`src/rtl/fmc_mbox_regs.sv`:
```
// fmc_mbox_regs
//   BRAM-port register/mailbox slave sitting downstream of the FMC PSRAM
//   slave interface. Fixed 2-cycle read latency on bram_dout.
//   Provides ID, SCRATCH, CTRL, STATUS, and two 16-bit mailbox FIFOs:
//   TX (host -> fabric, AXI-Stream master) and RX (fabric -> host,
//   AXI-Stream slave), plus a registered level interrupt.
// Ports:
//   bram_clk, bram_rst_n        : clock, async active-low reset
//   bram_addr/en/we/din, dout   : BRAM-style host port (word addressed)
//   m_axis_tdata/tvalid/tready  : TX FIFO head towards fabric
//   s_axis_tdata/tvalid/tready  : RX FIFO input from fabric
//   irq                         : level interrupt to host
module fmc_mbox_regs #(
  parameter int unsigned C_ADDR_WIDTH = 12,
  parameter int unsigned C_DATA_WIDTH = 16,
  parameter int unsigned C_FIFO_DEPTH = 16,
  parameter logic [15:0] C_ID         = 16'hF3C1
) (
  input  logic                    bram_clk,
  input  logic                    bram_rst_n,
  input  logic [C_ADDR_WIDTH-1:0] bram_addr,
  input  logic                    bram_en,
  input  logic [1:0]              bram_we,
  input  logic [15:0]             bram_din,
  output logic [15:0]             bram_dout,
  output logic [15:0]             m_axis_tdata,
  output logic                    m_axis_tvalid,
  input  logic                    m_axis_tready,
  input  logic [15:0]             s_axis_tdata,
  input  logic                    s_axis_tvalid,
  output logic                    s_axis_tready,
  output logic                    irq
);

  generate
    if (C_DATA_WIDTH != 16) begin : g_bad_data_width
      $error("fmc_mbox_regs: C_DATA_WIDTH must be 16");
    end
    if ((C_FIFO_DEPTH < 4) || (C_FIFO_DEPTH > 256) ||
        ((C_FIFO_DEPTH & (C_FIFO_DEPTH - 1)) != 0)) begin : g_bad_depth
      $error("fmc_mbox_regs: C_FIFO_DEPTH must be a power of two in 4..256");
    end
    if (C_ADDR_WIDTH < 5) begin : g_bad_addr_width
      $error("fmc_mbox_regs: C_ADDR_WIDTH must be at least 5");
    end
  endgenerate

  localparam int unsigned PW = $clog2(C_FIFO_DEPTH);
  localparam int unsigned LW = PW + 1;
  localparam logic [LW-1:0] FULL_LVL = LW'(C_FIFO_DEPTH);

  typedef enum logic [3:0] {
    REG_ID       = 4'h0,
    REG_SCRATCH  = 4'h1,
    REG_CTRL     = 4'h2,
    REG_STATUS   = 4'h3,
    REG_TX_DATA  = 4'h4,
    REG_RX_DATA  = 4'h5,
    REG_RX_LEVEL = 4'h6,
    REG_TX_LEVEL = 4'h7
  } reg_sel_e;

  // State
  logic [15:0]   scratch_q, scratch_d;
  logic          irq_en_q, irq_en_d;
  logic          tx_ovf_q, tx_ovf_d;
  logic          rx_unf_q, rx_unf_d;
  logic [PW-1:0] tx_wr_ptr_q, tx_wr_ptr_d, tx_rd_ptr_q, tx_rd_ptr_d;
  logic [PW-1:0] rx_wr_ptr_q, rx_wr_ptr_d, rx_rd_ptr_q, rx_rd_ptr_d;
  logic [LW-1:0] tx_level_q, tx_level_d, rx_level_q, rx_level_d;
  logic          rx_rdy_q, rx_rdy_d;
  logic          irq_q, irq_d;
  logic          rd_vld_q, rd_vld_d;
  logic [15:0]   rd_data_q, rd_data_d;
  logic [15:0]   dout_q, dout_d;

  logic [15:0]   tx_mem_q [C_FIFO_DEPTH];
  logic [15:0]   rx_mem_q [C_FIFO_DEPTH];

  // Decode
  logic     in_range, rd_en, wr_en;
  reg_sel_e reg_sel;
  logic     tx_full, tx_empty, rx_full, rx_empty;
  logic     tx_push, tx_pop, rx_push, rx_pop;
  logic     tx_mem_we, rx_mem_we;
  logic     flush;
  logic [15:0] rx_head, status, rd_mux;

  assign in_range = (bram_addr[C_ADDR_WIDTH-1:4] == '0);
  assign reg_sel  = reg_sel_e'(bram_addr[3:0]);
  assign rd_en    = bram_en && (bram_we == 2'b00);
  assign wr_en    = bram_en && (bram_we != 2'b00) && in_range;

  assign tx_full  = (tx_level_q == FULL_LVL);
  assign tx_empty = (tx_level_q == '0);
  assign rx_full  = (rx_level_q == FULL_LVL);
  assign rx_empty = (rx_level_q == '0);

  assign rx_head = rx_empty ? '0 : rx_mem_q[rx_rd_ptr_q];
  assign status  = {10'b0, rx_unf_q, tx_ovf_q, tx_full, tx_empty, rx_full, rx_empty};

  always_comb begin
    rd_mux = '0;
    if (in_range) begin
      case (reg_sel)
        REG_ID:       rd_mux = C_ID;
        REG_SCRATCH:  rd_mux = scratch_q;
        REG_CTRL:     rd_mux = {14'b0, irq_en_q, 1'b0};
        REG_STATUS:   rd_mux = status;
        REG_RX_DATA:  rd_mux = rx_head;
        REG_RX_LEVEL: rd_mux = 16'(rx_level_q);
        REG_TX_LEVEL: rd_mux = 16'(tx_level_q);
        default:      rd_mux = '0;
      endcase
    end
  end

  always_comb begin
    logic wr_scratch, wr_ctrl, wr_status, tx_push_req, rx_pop_req;
    logic tx_ovf_set, rx_unf_set;

    scratch_d   = scratch_q;
    irq_en_d    = irq_en_q;
    tx_wr_ptr_d = tx_wr_ptr_q;
    tx_rd_ptr_d = tx_rd_ptr_q;
    rx_wr_ptr_d = rx_wr_ptr_q;
    rx_rd_ptr_d = rx_rd_ptr_q;
    tx_level_d  = tx_level_q;
    rx_level_d  = rx_level_q;

    wr_scratch  = wr_en && (reg_sel == REG_SCRATCH);
    wr_ctrl     = wr_en && (reg_sel == REG_CTRL) && bram_we[0];
    wr_status   = wr_en && (reg_sel == REG_STATUS) && bram_we[0];
    tx_push_req = wr_en && (reg_sel == REG_TX_DATA);
    rx_pop_req  = wr_en && (reg_sel == REG_RX_DATA);

    if (wr_scratch && bram_we[1]) scratch_d[15:8] = bram_din[15:8];
    if (wr_scratch && bram_we[0]) scratch_d[7:0]  = bram_din[7:0];
    if (wr_ctrl) irq_en_d = bram_din[1];
    flush = wr_ctrl && bram_din[0];

    // A full TX FIFO still accepts a push when the stream pops it the same edge.
    tx_pop     = !tx_empty && m_axis_tready;
    tx_push    = tx_push_req && (!tx_full || tx_pop);
    tx_ovf_set = tx_push_req && tx_full && !tx_pop;

    // The pop test uses the pre-edge level, so a same-edge push into an empty
    // RX FIFO still lands and the pop counts as an underflow.
    rx_push    = s_axis_tvalid && rx_rdy_q;
    rx_pop     = rx_pop_req && !rx_empty;
    rx_unf_set = rx_pop_req && rx_empty;

    // Set wins over a same-edge W1C.
    tx_ovf_d = (tx_ovf_q && !(wr_status && bram_din[4])) || tx_ovf_set;
    rx_unf_d = (rx_unf_q && !(wr_status && bram_din[5])) || rx_unf_set;

    if (tx_push) tx_wr_ptr_d = tx_wr_ptr_q + PW'(1);
    if (tx_pop)  tx_rd_ptr_d = tx_rd_ptr_q + PW'(1);
    if (rx_push) rx_wr_ptr_d = rx_wr_ptr_q + PW'(1);
    if (rx_pop)  rx_rd_ptr_d = rx_rd_ptr_q + PW'(1);
    tx_level_d = tx_level_q + LW'(tx_push) - LW'(tx_pop);
    rx_level_d = rx_level_q + LW'(rx_push) - LW'(rx_pop);

    if (flush) begin
      tx_wr_ptr_d = '0;
      tx_rd_ptr_d = '0;
      rx_wr_ptr_d = '0;
      rx_rd_ptr_d = '0;
      tx_level_d  = '0;
      rx_level_d  = '0;
      tx_ovf_d    = 1'b0;
      rx_unf_d    = 1'b0;
    end

    tx_mem_we = tx_push && !flush;
    rx_mem_we = rx_push && !flush;

    rx_rdy_d = (rx_level_d != FULL_LVL);
    irq_d    = irq_en_q && (!rx_empty || tx_ovf_q || rx_unf_q);

    rd_vld_d  = rd_en;
    rd_data_d = rd_en ? rd_mux : rd_data_q;
    dout_d    = rd_vld_q ? rd_data_q : dout_q;
  end

  always_ff @(posedge bram_clk or negedge bram_rst_n) begin
    if (!bram_rst_n) begin
      scratch_q   <= '0;
      irq_en_q    <= 1'b0;
      tx_ovf_q    <= 1'b0;
      rx_unf_q    <= 1'b0;
      tx_wr_ptr_q <= '0;
      tx_rd_ptr_q <= '0;
      rx_wr_ptr_q <= '0;
      rx_rd_ptr_q <= '0;
      tx_level_q  <= '0;
      rx_level_q  <= '0;
      rx_rdy_q    <= 1'b0;
      irq_q       <= 1'b0;
      rd_vld_q    <= 1'b0;
      rd_data_q   <= '0;
      dout_q      <= '0;
    end else begin
      scratch_q   <= scratch_d;
      irq_en_q    <= irq_en_d;
      tx_ovf_q    <= tx_ovf_d;
      rx_unf_q    <= rx_unf_d;
      tx_wr_ptr_q <= tx_wr_ptr_d;
      tx_rd_ptr_q <= tx_rd_ptr_d;
      rx_wr_ptr_q <= rx_wr_ptr_d;
      rx_rd_ptr_q <= rx_rd_ptr_d;
      tx_level_q  <= tx_level_d;
      rx_level_q  <= rx_level_d;
      rx_rdy_q    <= rx_rdy_d;
      irq_q       <= irq_d;
      rd_vld_q    <= rd_vld_d;
      rd_data_q   <= rd_data_d;
      dout_q      <= dout_d;
    end
  end

  // FIFO storage carries no reset; the outputs are gated by the levels.
  always_ff @(posedge bram_clk) begin
    if (tx_mem_we) tx_mem_q[tx_wr_ptr_q] <= bram_din;
    if (rx_mem_we) rx_mem_q[rx_wr_ptr_q] <= s_axis_tdata;
  end

  assign bram_dout     = dout_q;
  assign m_axis_tvalid = !tx_empty;
  assign m_axis_tdata  = tx_empty ? '0 : tx_mem_q[tx_rd_ptr_q];
  assign s_axis_tready = rx_rdy_q;
  assign irq           = irq_q;

endmodule

```
`config.mk`:
```
export PLATFORM = sky130hd
export DESIGN_NAME = fmc_mbox_regs
export DESIGN_NICKNAME = d
export VERILOG_FILES = /design/src/rtl/fmc_mbox_regs.sv
export SDC_FILE = /design/constraint.sdc
export NUM_CORES = 1
export LEC_CHECK = 0
export ABC_CLOCK_PERIOD_IN_PS = 3300
export CORE_MARGIN = 10
export CORE_UTILIZATION = 50
export CTS_CLUSTER_DIAMETER = 150
export CTS_CLUSTER_SIZE = 40
export DETAILED_ROUTE_END_ITERATION = 10
export DONT_BUFFER_PORTS = 1
export PLACE_DENSITY = 0.78
export SYNTH_ARGS = -nofsm -noshare
export SYNTH_HDL_FRONTEND = slang
export SYNTH_SLANG_ARGS = --single-unit
```
`constraint.sdc`:
```
create_clock -name bram_clk -period 3.3 [get_ports bram_clk]
set_input_delay 0.495 -clock bram_clk [delete_from_list [all_inputs] [get_ports bram_clk]]
set_output_delay 0.495 -clock bram_clk [all_outputs]
set_load 0.02 [all_outputs]
```
==> flow_summary.yaml <==
synth:
  synth_cell_types: 65
  synthCells: 1236
  yosysWarnings: 0
  synthFlopType: "edfxtp_1"
  mappedNetlistArea_um2: 23800
  synth_edf_count: 512
  yosys-top-cells-area: "edfxtp_1 64%, mux4_2 13%, dfrtp_1 8.4%"
  ys_seq_area_frac: 0.729
  syn_avg_cell_area_um2: 19.3
  syn_nets: 1310
  synth-async-reset-ratio: 0.135
  netlist.area_leader.share: 0.645
  synth.largest_area_cell: "edfxtp_1"
  synth_seq_cells: 592
global_routing:
  antenna_found_initial: 3
  grt-ovfl-total: 0
  grt_pass1_vias: 12200
  grt_util_all_layers: 0.184
  grt_start_max_net_pins: 81
  grt_pass1_wl_mm: 78.5
detailed_routing:
  drt_iter0_markers: 1455
  vias_per_cell: 6.12
  dr.pass1.iters: 5
  dr.max_layer_used: "met4"
  dr_total_vias: 11800
  wl_per_cell_um: 27.4
  wl_met1_mm: 20.3
  met3WireLength_mm: 4.25
  antenna_left: 0
  drc: 0
  met2_length_mm: 27.1
  wirelength_mm: 52.9
run_status:
  outcome: "finished, final reports clean"
worst_setup_path:
  cp_slowest_cell: "mux4_2"
  cp_top_family: "multiplexers"
  crit_type: "reg -> out"
  crit_chain: "buf_12, buf_12, mux4_2, mux4_2, and2_1"
  endpoint_kind: "output port"
  worstPathRequired_ns: 2.80
  cpPeakStageDelay_ns: 0.54
  cp.arrival_ns: 2.71
  critical_path_buf_inv_count: 2
  crit_fanout: 17
  setup.worst_path.start_class: "flop"
clocking:
  cts_tree: "built"
  cts_sinks: 592
  clk_pin_slew_ns: 0.14
  insertion_delay_ns: 0.59
  clock-root-buffer: "clkbuf_16"
  h-tree-depth: 1
  clk_path_buf_depth: 3
  cts_made_buffers: 18
pwr:
  p_leak_nw: 8.65
  p_total_w: 0.0159
  ir_worst_vdd_uv: 527
  p_per_area_nw_per_um2: 608
timing:
  final_max_slew_viol_count: 0
  clock_skew_ns: 0.0433
  rsz0062_at_grt: "yes"
  fin_crit_sh: 0.970
  setup_viol: 0
  hold_viol: 0
  relSlewSlack: 0.267
  min_period_ns: 3.20
  worst_pin_slew_ns: 1.10
  fmax_ghz: 0.312
min_path:
  hold_class: "in -> reg"
floorplanning:
  ios: 86
  die-area_um2: 56800
  die_width_um: 238
  core.rowCount: 79
  coreArea_um2: 46900
  initial_utilization: 0.509
  die_y_um: 238
cells_and_area:
  final_nets: 1383
  stdcell_count: 1931
  layout_common_cells: "512 x edfxtp_1, 142 x mux4_2, 75 x dfrtp_1"
  final_common_cell: "edfxtp_1"
  area_delta_synth_final_pct: 9.73
  layout-drive-gt1-share: 0.231
place:
  port_buffers: 0
  dpl.hpwl_mm: 32.2
  gp_congestion: 0.866
  dp_cells: 1842
job:
  cap_violations: 0
synth_stat cells, types with 5 or more instances:
cell      count
o21ai_0       9
mux2_2       39
a22o_1        5
nor2_1       38
buf_1        10
nand2b_1     10
mux4_2      142
ha_1         21
nand3_1      15
a32oi_1       6
and2_1       38
inv_1        23
a22oi_1      10
nor3_1       12
xor2_1        6
dfrtp_1      80
xnor2_1      12
or3_1         6
nand2_1      64
a21oi_1      29
o21ai_1       9
nor4_1        8
clkbuf_1     25
edfxtp_1    512
nor2b_1       9
buf_2        24
mux2i_1      11
buf_6         5
power by group:
group          leakage [nW]  internal (W)  switching, W
registers              5.68       0.00860      0.000262
logic                  2.72       0.00185       0.00206
clock network         0.253       0.00111       0.00203
total                  8.65        0.0116       0.00435
stage by stage:
| stage | instance area, µm² | TNS, ns | worst slack [ns] | hold WS, ns | utilization |
|---|---|---|---|---|---|
| after floorplan | 23900 | -17.21 | -0.269 | 0.199 | - |
| after detailed placement | 25100 | -0.377 | -0.205 | 0.205 | 0.535 |
| after CTS | 25900 | 0 | 0.0175 | 0.00000466 | 0.553 |
| final | 26200 | 0 | 0.0977 | 0.0174 | 0.558 |
| after global routing | 26200 | -0.0468 | -0.0468 | 0.000958 | 0.558 |
| after global placement | 25100 | -0.124 | -0.103 | 0.206 | 0.535 |
cell families (layout without fill, tap and decap cells):
group                      Yosys count  count (layout)  synth area share
AOI/OAI and AO/OA                   89              89            0.0244
xor gates and xnor gates            18              18           0.00661
adders and majority gates           23              23            0.0127
buffers and inverters               90             175            0.0173
DFF                                592             592             0.729
muxes                              192             192             0.157
other                                0               3                 0
and+or+nand+nor                    232             232            0.0531
routing by layer:
layer  GRT usage  up-vias
met5           0        -
met4      0.0439        0
met3      0.0402       70
met2       0.316      482
met1       0.234     6197
li1            -     5065
repair_timing:
item	4_1_cts	5_1_grt
buffers inserted	2	4
pin swaps	0	0
gates resized for setup	0	3
hold buffers	28	20
endpoints found under the hold margin	341	203
setup endpoints to repair	6	8
state kept, by name (all words and copies together), names as in the netlist, 5 cells and up:
signal      count
bram_dout      16
rd_data_q      16
rx_level_q      5
rx_mem_q      256
scratch_q      16
tx_level_q      5
tx_mem_q      256
final timing paths:
path                                            start                          to  slack (ns)  depth (start not counted)
setup / recovery           tx_rd_ptr_q[0]$_DFFE_PN0P_             m_axis_tdata[5]         0.1                          5
hold / removal                       s_axis_tdata[10]  rx_mem_q[11][10]$_DFFE_PP_        0.02                          0
hold reg to reg             rd_data_q[11]$_DFFE_PN0P_   rd_data_q[11]$_DFFE_PN0P_        0.51                          2
setup reg to reg              rx_level_q[2]$_DFF_PN0_     s_axis_tready$_DFF_PN0_        0.17                         15
max in group asynchronous                  bram_rst_n   rd_data_q[13]$_DFFE_PN0P_        2.50                          2
min in group asynchronous                  bram_rst_n  rx_wr_ptr_q[3]$_DFFE_PN0P_        0.43                          2
area by class of cell:
| cell class | instances | area [µm²] |
|---|---|---|
| fill | 3425 | 20700 |
| multi-input combinational | 554 | 6130 |
| timing repair buffer | 119 | 1260 |
| clock buffer | 31 | 520 |
| clock inverter | 1 | 8.76 |
| inverter | 24 | 90.1 |
| sequential | 592 | 17400 |
| tap | 607 | 759 |
| antenna | 3 | 7.51 |
No activity file was read; power rests on OpenSTA's default activity.
